==> src/rtl/mem_arb_pkg.sv <==
// mem_arb_pkg: shared types and helpers for the unified-memory arbiter.
//   arb_state_t : arbiter FSM states (IDLE, ISSUE, WAIT)
//   owner_t     : which requester owns the current transaction
//   BE_W        : byte-enable width for the default 32-bit data path
//   be_width()  : byte-enable width for an arbitrary data width
package mem_arb_pkg;

  typedef enum logic [1:0] {
    IDLE  = 2'd0,
    ISSUE = 2'd1,
    WAIT  = 2'd2
  } arb_state_t;

  typedef enum logic {
    OWN_IF = 1'b0,
    OWN_D  = 1'b1
  } owner_t;

  localparam int DEF_DATA_W = 32;
  localparam int BE_W       = DEF_DATA_W / 8;

  function automatic int be_width(input int data_w);
    return data_w / 8;
  endfunction

endpackage

==> src/rtl/mem_arb_timer.sv <==
// mem_arb_timer: counts cycles spent waiting for a memory response.
// Ports:
//   clk, reset (async active-low)
//   clr    : restart the count (asserted on entry to WAIT)
//   en     : count this cycle (high while in WAIT)
//   expire : high during the TIMEOUT-th enabled cycle since the last clear
// TIMEOUT = 0 disables the timer: expire is tied low.
module mem_arb_timer
  import mem_arb_pkg::*;
#(
  parameter int TIMEOUT = 16
) (
  input  logic clk,
  input  logic reset,
  input  logic clr,
  input  logic en,
  output logic expire
);

  generate
    if (TIMEOUT == 0) begin : g_off
      logic unused_inputs;
      assign unused_inputs = clk ^ reset ^ clr ^ en;
      assign expire        = 1'b0;
    end else begin : g_on
      localparam int CW = (TIMEOUT > 1) ? $clog2(TIMEOUT) : 1;
      logic [CW-1:0] count;

      // Wait-cycle counter; never wraps in practice because WAIT is left on expire.
      always_ff @(posedge clk or negedge reset) begin
        if (!reset) begin
          count <= '0;
        end else if (clr) begin
          count <= '0;
        end else if (en) begin
          count <= count + 1'b1;
        end else begin
          count <= count;
        end
      end

      // Count holds k-1 during the k-th WAIT cycle, so this fires on cycle TIMEOUT.
      assign expire = en && (count == CW'(TIMEOUT - 1));
    end
  endgenerate

endmodule

==> src/rtl/mem_arbiter.sv <==
// mem_arbiter: shares one single-port memory between the instruction-fetch
// port (if_*) and the load/store port (d_*). One transaction in flight,
// response timeout turns a missing mem_rvalid into an error response.
// Ports:
//   clk, reset (async active-low)
//   if_req/if_addr -> if_gnt/if_rvalid/if_rdata/if_err
//   d_req/d_we/d_addr/d_wdata/d_be -> d_gnt/d_rvalid/d_rdata/d_err
//   mem_req/mem_we/mem_addr/mem_wdata/mem_be <- mem_gnt/mem_rvalid/mem_rdata
//   busy : high whenever the FSM is not IDLE
// Build option: define MEM_ARB_RR_EN for round-robin arbitration; otherwise
// fixed priority with D over IF.
module mem_arbiter
  import mem_arb_pkg::*;
#(
  parameter int ADDR_W  = 32,
  parameter int DATA_W  = 32,
  parameter int TIMEOUT = 16
) (
  input  logic                clk,
  input  logic                reset,
  input  logic                if_req,
  input  logic [ADDR_W-1:0]   if_addr,
  output logic                if_gnt,
  output logic                if_rvalid,
  output logic [DATA_W-1:0]   if_rdata,
  output logic                if_err,
  input  logic                d_req,
  input  logic                d_we,
  input  logic [ADDR_W-1:0]   d_addr,
  input  logic [DATA_W-1:0]   d_wdata,
  input  logic [DATA_W/8-1:0] d_be,
  output logic                d_gnt,
  output logic                d_rvalid,
  output logic [DATA_W-1:0]   d_rdata,
  output logic                d_err,
  output logic                mem_req,
  output logic                mem_we,
  output logic [ADDR_W-1:0]   mem_addr,
  output logic [DATA_W-1:0]   mem_wdata,
  output logic [DATA_W/8-1:0] mem_be,
  input  logic                mem_gnt,
  input  logic                mem_rvalid,
  input  logic [DATA_W-1:0]   mem_rdata,
  output logic                busy
);

  arb_state_t state;
  owner_t     owner;
  owner_t     winner;
  logic       tmr_clr;
  logic       tmr_en;
  logic       expire;

`ifdef MEM_ARB_RR_EN
  owner_t last_owner;
`endif

  // Arbitration: who would win if a grant were issued this cycle.
  always_comb begin
    winner = OWN_IF;
`ifdef MEM_ARB_RR_EN
    // On contention, favour whoever did not win the previous grant.
    if (if_req && d_req) begin
      winner = (last_owner == OWN_D) ? OWN_IF : OWN_D;
    end else if (d_req) begin
      winner = OWN_D;
    end else begin
      winner = OWN_IF;
    end
`else
    if (d_req) begin
      winner = OWN_D;
    end else begin
      winner = OWN_IF;
    end
`endif
  end

  assign tmr_clr = (state == ISSUE) && mem_gnt;
  assign tmr_en  = (state == WAIT);

  mem_arb_timer #(.TIMEOUT(TIMEOUT)) u_timer (
    .clk    (clk),
    .reset  (reset),
    .clr    (tmr_clr),
    .en     (tmr_en),
    .expire (expire)
  );

  // Arbiter FSM with all handshake outputs registered.
  always_ff @(posedge clk or negedge reset) begin
    if (!reset) begin
      state      <= IDLE;
      owner      <= OWN_D;
`ifdef MEM_ARB_RR_EN
      last_owner <= OWN_D;
`endif
      busy       <= 1'b0;
      if_gnt     <= 1'b0;
      if_rvalid  <= 1'b0;
      if_err     <= 1'b0;
      if_rdata   <= '0;
      d_gnt      <= 1'b0;
      d_rvalid   <= 1'b0;
      d_err      <= 1'b0;
      d_rdata    <= '0;
      mem_req    <= 1'b0;
      mem_we     <= 1'b0;
      mem_addr   <= '0;
      mem_wdata  <= '0;
      mem_be     <= '0;
    end else begin
      // gnt/rvalid/err are single-cycle pulses unless re-asserted below.
      if_gnt    <= 1'b0;
      d_gnt     <= 1'b0;
      if_rvalid <= 1'b0;
      d_rvalid  <= 1'b0;
      if_err    <= 1'b0;
      d_err     <= 1'b0;
      case (state)
        IDLE: begin
          if (if_req || d_req) begin
            state   <= ISSUE;
            busy    <= 1'b1;
            mem_req <= 1'b1;
            owner   <= winner;
`ifdef MEM_ARB_RR_EN
            last_owner <= winner;
`endif
            if (winner == OWN_D) begin
              d_gnt     <= 1'b1;
              mem_we    <= d_we;
              mem_addr  <= d_addr;
              mem_wdata <= d_wdata;
              mem_be    <= d_be;
            end else begin
              // Fetches are full-word reads.
              if_gnt    <= 1'b1;
              mem_we    <= 1'b0;
              mem_addr  <= if_addr;
              mem_wdata <= '0;
              mem_be    <= '1;
            end
          end else begin
            state <= IDLE;
          end
        end
        ISSUE: begin
          if (mem_gnt) begin
            state   <= WAIT;
            mem_req <= 1'b0;
          end else begin
            state <= ISSUE;
          end
        end
        WAIT: begin
          // A real response beats a timeout landing in the same cycle.
          if (mem_rvalid) begin
            state <= IDLE;
            busy  <= 1'b0;
            if (owner == OWN_D) begin
              d_rvalid <= 1'b1;
              if (!mem_we) begin
                d_rdata <= mem_rdata;
              end else begin
                d_rdata <= d_rdata;
              end
            end else begin
              if_rvalid <= 1'b1;
              if_rdata  <= mem_rdata;
            end
          end else if (expire) begin
            state <= IDLE;
            busy  <= 1'b0;
            if (owner == OWN_D) begin
              d_rvalid <= 1'b1;
              d_err    <= 1'b1;
            end else begin
              if_rvalid <= 1'b1;
              if_err    <= 1'b1;
            end
          end else begin
            state <= WAIT;
          end
        end
        default: begin
          state   <= IDLE;
          busy    <= 1'b0;
          mem_req <= 1'b0;
        end
      endcase
    end
  end

endmodule

==> config.mk <==
export PLATFORM = sky130hd
export DESIGN_NAME = mem_arbiter
export DESIGN_NICKNAME = d
export VERILOG_FILES = /design/src/rtl/mem_arb_pkg.sv /design/src/rtl/mem_arb_timer.sv /design/src/rtl/mem_arbiter.sv
export SDC_FILE = /design/constraint.sdc
export NUM_CORES = 1
export LEC_CHECK = 0
export ABC_AREA = 1
export BUFFER_PORTS_ARGS = -buffer_cell sky130_fd_sc_hd__buf_4
export CAP_MARGIN = 15
export CORE_MARGIN = 2
export CORE_UTILIZATION = 45
export CTS_CLUSTER_SIZE = 40
export DETAILED_ROUTE_END_ITERATION = 8
export PLACE_DENSITY = 0.88
export RECOVER_POWER = 100
export SYNTH_ARGS = -nofsm -noshare
export SYNTH_HDL_FRONTEND = slang
export SYNTH_SLANG_ARGS = --single-unit
==> constraint.sdc <==
create_clock -name clk -period 2.7 [get_ports clk]
set_input_delay 0.54 -clock clk [delete_from_list [all_inputs] [get_ports clk]]
set_output_delay 0.54 -clock clk [all_outputs]
set_load 0.03 [all_outputs]
==> impl_results.rst <==
.. list-table::
   :header-rows: 1

   * - Metric
     - Value
   * - Status
     - complete, no violations
   * - Longest individual stage delay on the worst path
     - 0.63 ns
   * - Total number of vias
     - 5412
   * - Insertion delay of the later-clocked pin in the worst-skew pair
     - 0.41 ns
   * - Reg-to-reg setup timing slack
     - 0.69 ns
   * - Area fraction of the dominant cell type after synthesis
     - 0.610
   * - Final antenna diode count
     - 0
   * - Summed instance area of the synthesized netlist
     - 0.00603 mm²
   * - Worst EP required
     - 2.99 ns
   * - Area growth from synthesis to layout
     - 37.5%
   * - Setup-failing EPs final
     - 0
   * - Worst IR Drop VDD
     - 0.652 mV
   * - Final hold violation count
     - 0
   * - Remaining Overflow, GRT
     - 0
   * - Number of buffers inserted by port buffering
     - 279
   * - DRC Markers
     - 0
   * - Leakage dissipation
     - 4.25 nW
   * - Seq/Total Area, Yosys
     - 0.614
   * - #FFs+latches synth
     - 148
   * - Post-CTS resize count
     - 0
   * - Share of the clock period used by the worst path
     - 0.745
   * - Post-Synthesis Mean Instance Area
     - 9.14 µm²
   * - Power density over the cells
     - 1330 mW/mm²
   * - Largest net degree at the start of global routing
     - 65
   * - Top cells by instance count after synthesis
     - sky130_fd_sc_hd__nand2_1 (246), sky130_fd_sc_hd__dfrtp_1 (147), sky130_fd_sc_hd__inv_1 (68), sky130_fd_sc_hd__o21ai_0 (68)
   * - Max Slew Vio Count
     - 0
   * - Hold/Removal Path Class
     - in -> reg
   * - Launch point of the worst reg-to-reg path
     - state[1]$_DFF_PN0_
   * - Top cell type by total area after synthesis
     - sky130_fd_sc_hd__dfrtp_1
   * - Async set-or-reset flop fraction in the synthesized netlist
     - 1.00
   * - Slew @ Worst Pin
     - 1.48 ns
   * - Layout Cell Area excl Fill
     - 0.00829 mm²
   * - Routed length on met2
     - 7970 µm
   * - Kind of start point of the critical path
     - register
   * - Routability congestion estimate from global placement
     - 0.858
   * - Headroom to the max-slew limit
     - 0.0118
   * - Post-placement cell area
     - 0.00828 mm²
   * - Most common flop cell mapped by yosys
     - sky130_fd_sc_hd__dfrtp_1
   * - TritonRoute pass-1 iters
     - 5
   * - Fraction of layout instances using a drive strength above 1
     - 0.225
   * - Vias in the first global route
     - 5233
   * - Number of warnings issued by yosys
     - 0
   * - WHS Path Cells
     - 3
   * - Filler Cell Count
     - 1161
   * - CP most frequent cell
     - sky130_fd_sc_hd__nand2_1
   * - Yosys cell types
     - 23
   * - Die Wd
     - 120 µm
   * - Max Buffers Root-to-Sink
     - 2
   * - Number of cells traversed by the worst register-to-register path
     - 8
   * - Unrepaired setup endpoints after global routing
     - no
   * - Final antenna-violating net count
     - 0
   * - Boundary Pins
     - 280
   * - Aggregate negative setup slack
     - 0 ns
   * - End of the worst hold path
     - mem_wdata[29]$_DFFE_PN0N_
   * - Worst-case clock skew
     - 0.00445 ns
   * - Finished Layout Cells
     - 1124
   * - Cell count after placement
     - 1093
   * - Critical path fanouts, max
     - 35
   * - Top Layer Used
     - met4
   * - Max frequency
     - 497 MHz
   * - Vias per cell
     - 4.81
   * - Global-route wire length before repair
     - 26100 µm
   * - Total Power
     - 0.0110 W
   * - Endpoint kind of the worst setup timing path
     - register
   * - Number of instances in the synthesized netlist
     - 660
   * - Initial cell density of the core
     - 0.459
   * - Number of H-tree levels
     - 4
   * - Setup Buffers After CTS
     - 0
   * - Crit path arrival time
     - 2.30 ns
   * - Type of the setup path with the least slack
     - reg -> reg
   * - Post-layout min period
     - 2.01 ns
   * - Top cells by area, synth
     - sky130_fd_sc_hd__dfrtp_1 (61%), sky130_fd_sc_hd__nand2_1 (15%), sky130_fd_sc_hd__o21ai_0 (5.6%)
   * - Reg-to-reg endpoint
     - mem_addr[23]$_DFFE_PN0N_
   * - Met1 layer wirelength in the final routing
     - 6730 µm
   * - Final layout net count
     - 1076
   * - Min Hold Slack
     - 0.318 ns
   * - Critical-path cell list
     - inv_1 > nand2_1 > nor2_1 > clkbuf_1 > inv_2 > buf_4 > nand2_1 > nand2_1
   * - Max-Cap Viols
     - 0
   * - Syn nets
     - 800
   * - Total clock sinks
     - 148
   * - Placement row count
     - 42
   * - Post-synth EDFFs
     - 0
   * - Metal3 WL
     - 1380 µm
   * - CP bufs+invs
     - 4
   * - Core Area
     - 0.0131 mm²
   * - Dominant cell by count in the synthesized netlist
     - sky130_fd_sc_hd__nand2_1
   * - TritonCTS clock tree
     - built
   * - Total Routed Length
     - 16500 µm
   * - HPWL Detailed
     - 12200 µm
   * - Final routed wire length divided by cell count
     - 14.7 µm
   * - Antenna violations before repair
     - 0
   * - Vertical extent of the die
     - 120 µm
   * - Clk pin slew, worst setup/hold paths
     - 0.06 ns
   * - Root Buffer
     - sky130_fd_sc_hd__clkbuf_16
   * - Number of clock buffers inserted by TritonCTS
     - 17
   * - Hold buffer count at CTS
     - 0
   * - Iter 0 DRT Violations
     - 372
   * - Largest delay share family, worst path
     - buffers and inverters
   * - Library cell contributing the largest single delay on the critical path
     - sky130_fd_sc_hd__clkbuf_1
   * - Combined global-route utilization of all metal layers
     - 0.235
   * - Start point of the worst hold path
     - d_wdata[29]
   * - Total Die Area
     - 0.0143 mm²
==> flip-flops by register name (all words and copies together), names as in the netlist, 2 cells and up <==
| signal | count |
|---|---|
| state | 2 |
| if_rdata | 32 |
| mem_addr | 32 |
| mem_wdata | 32 |
| mem_be | 4 |
| u_timer.g_on.count | 4 |
| d_rdata | 32 |
==> power by group <==
part           internal [W]  leakage, nW  switching [W]
sequential          0.00329         1.82       0.000615
clock               0.00137        0.270       0.000897
combinational       0.00114         2.16        0.00369
total               0.00580         4.25        0.00521
==> layout make-up <==
| type | instances | area, µm² | share of cell area |
|---|---|---|---|
| Sequential cell | 148 | 3700 | 0.447 |
| Multi-Input combinational cell | 408 | 1880 | 0.227 |
| Timing Repair Buffer | 290 | 1650 | 0.199 |
| Clock buffer | 18 | 439 | 0.0530 |
| Inverter | 71 | 267 | 0.0321 |
| Tap cell | 176 | 220 | 0.0266 |
| Clock inverter | 13 | 135 | 0.0163 |
==> cells by family (layout without fill, tap and decap cells) <==
group / count (synthesis) / count (layout) / synth area share
buffers and inverters: 104 / 392 / 0.0730
XOR/XNOR: 1 / 1 / 0.00145
flip-flops: 148 / 148 / 0.614
AO/OA/AOI/OAI: 105 / 105 / 0.103
adder cells (fa/ha/maj): 1 / 1 / 0.00207
AND/OR/NAND/NOR: 301 / 301 / 0.206
==> stage by stage <==
step	setup slack, ns	utilization
after floorplan	1.37	-
after global placement	0.822	0.630
after detailed placement	0.762	0.630
after CTS	1.02	0.674
after global routing	0.454	0.631
final	0.690	0.631
==> placed cells by master, fill, tap and decap left out, types with 2 or more instances in the layout <==
master	count
sky130_fd_sc_hd__o22a_1	4
sky130_fd_sc_hd__nor2_1	11
sky130_fd_sc_hd__inv_1	69
sky130_fd_sc_hd__clkbuf_2	2
sky130_fd_sc_hd__clkbuf_1	143
sky130_fd_sc_hd__bufinv_16	2
sky130_fd_sc_hd__nand3_1	9
sky130_fd_sc_hd__o211ai_1	32
sky130_fd_sc_hd__clkbuf_16	17
sky130_fd_sc_hd__clkinv_2	4
sky130_fd_sc_hd__buf_4	144
sky130_fd_sc_hd__nand2_1	247
sky130_fd_sc_hd__clkinvlp_4	5
sky130_fd_sc_hd__o21ai_0	68
sky130_fd_sc_hd__dfrtp_1	147
sky130_fd_sc_hd__or2_2	32
==> metal layers <==
| metal | GRT usage | up-vias |
|---|---|---|
| met2 | 0.383 | 253 |
| met3 | 0.0618 | 36 |
| li1 | - | 2614 |
| met1 | 0.297 | 2509 |
| met5 | 0 | - |
| met4 | 0.104 | 0 |
==> how the worst max path moves through the flow <==
stage | depth (start not counted) | from | slack (ns) | end
detailed placement | 4 | d_req | 0.76 | mem_addr[7]$_DFFE_PN0N_
global placement | 8 | d_req | 0.82 | mem_addr[19]$_DFFE_PN0N_
global route | 6 | state[1]$_DFF_PN0_ | 0.45 | if_rdata[16]$_DFFE_PN0P_
floorplan | 4 | mem_rvalid | 1.37 | d_rdata[21]$_DFFE_PN0P_
finish | 8 | state[1]$_DFF_PN0_ | 0.69 | mem_addr[23]$_DFFE_PN0N_
CTS | 6 | state[0]$_DFF_PN0_ | 1.02 | d_rdata[12]$_DFFE_PN0P_
==> worst min-delay path, stage by stage <==
cell and delay, ns:
sky130_fd_sc_hd__buf_4 0.07, sky130_fd_sc_hd__nand2_1 0.04, sky130_fd_sc_hd__nand2_1 0.05
Power figures use the tool's default switching activity.
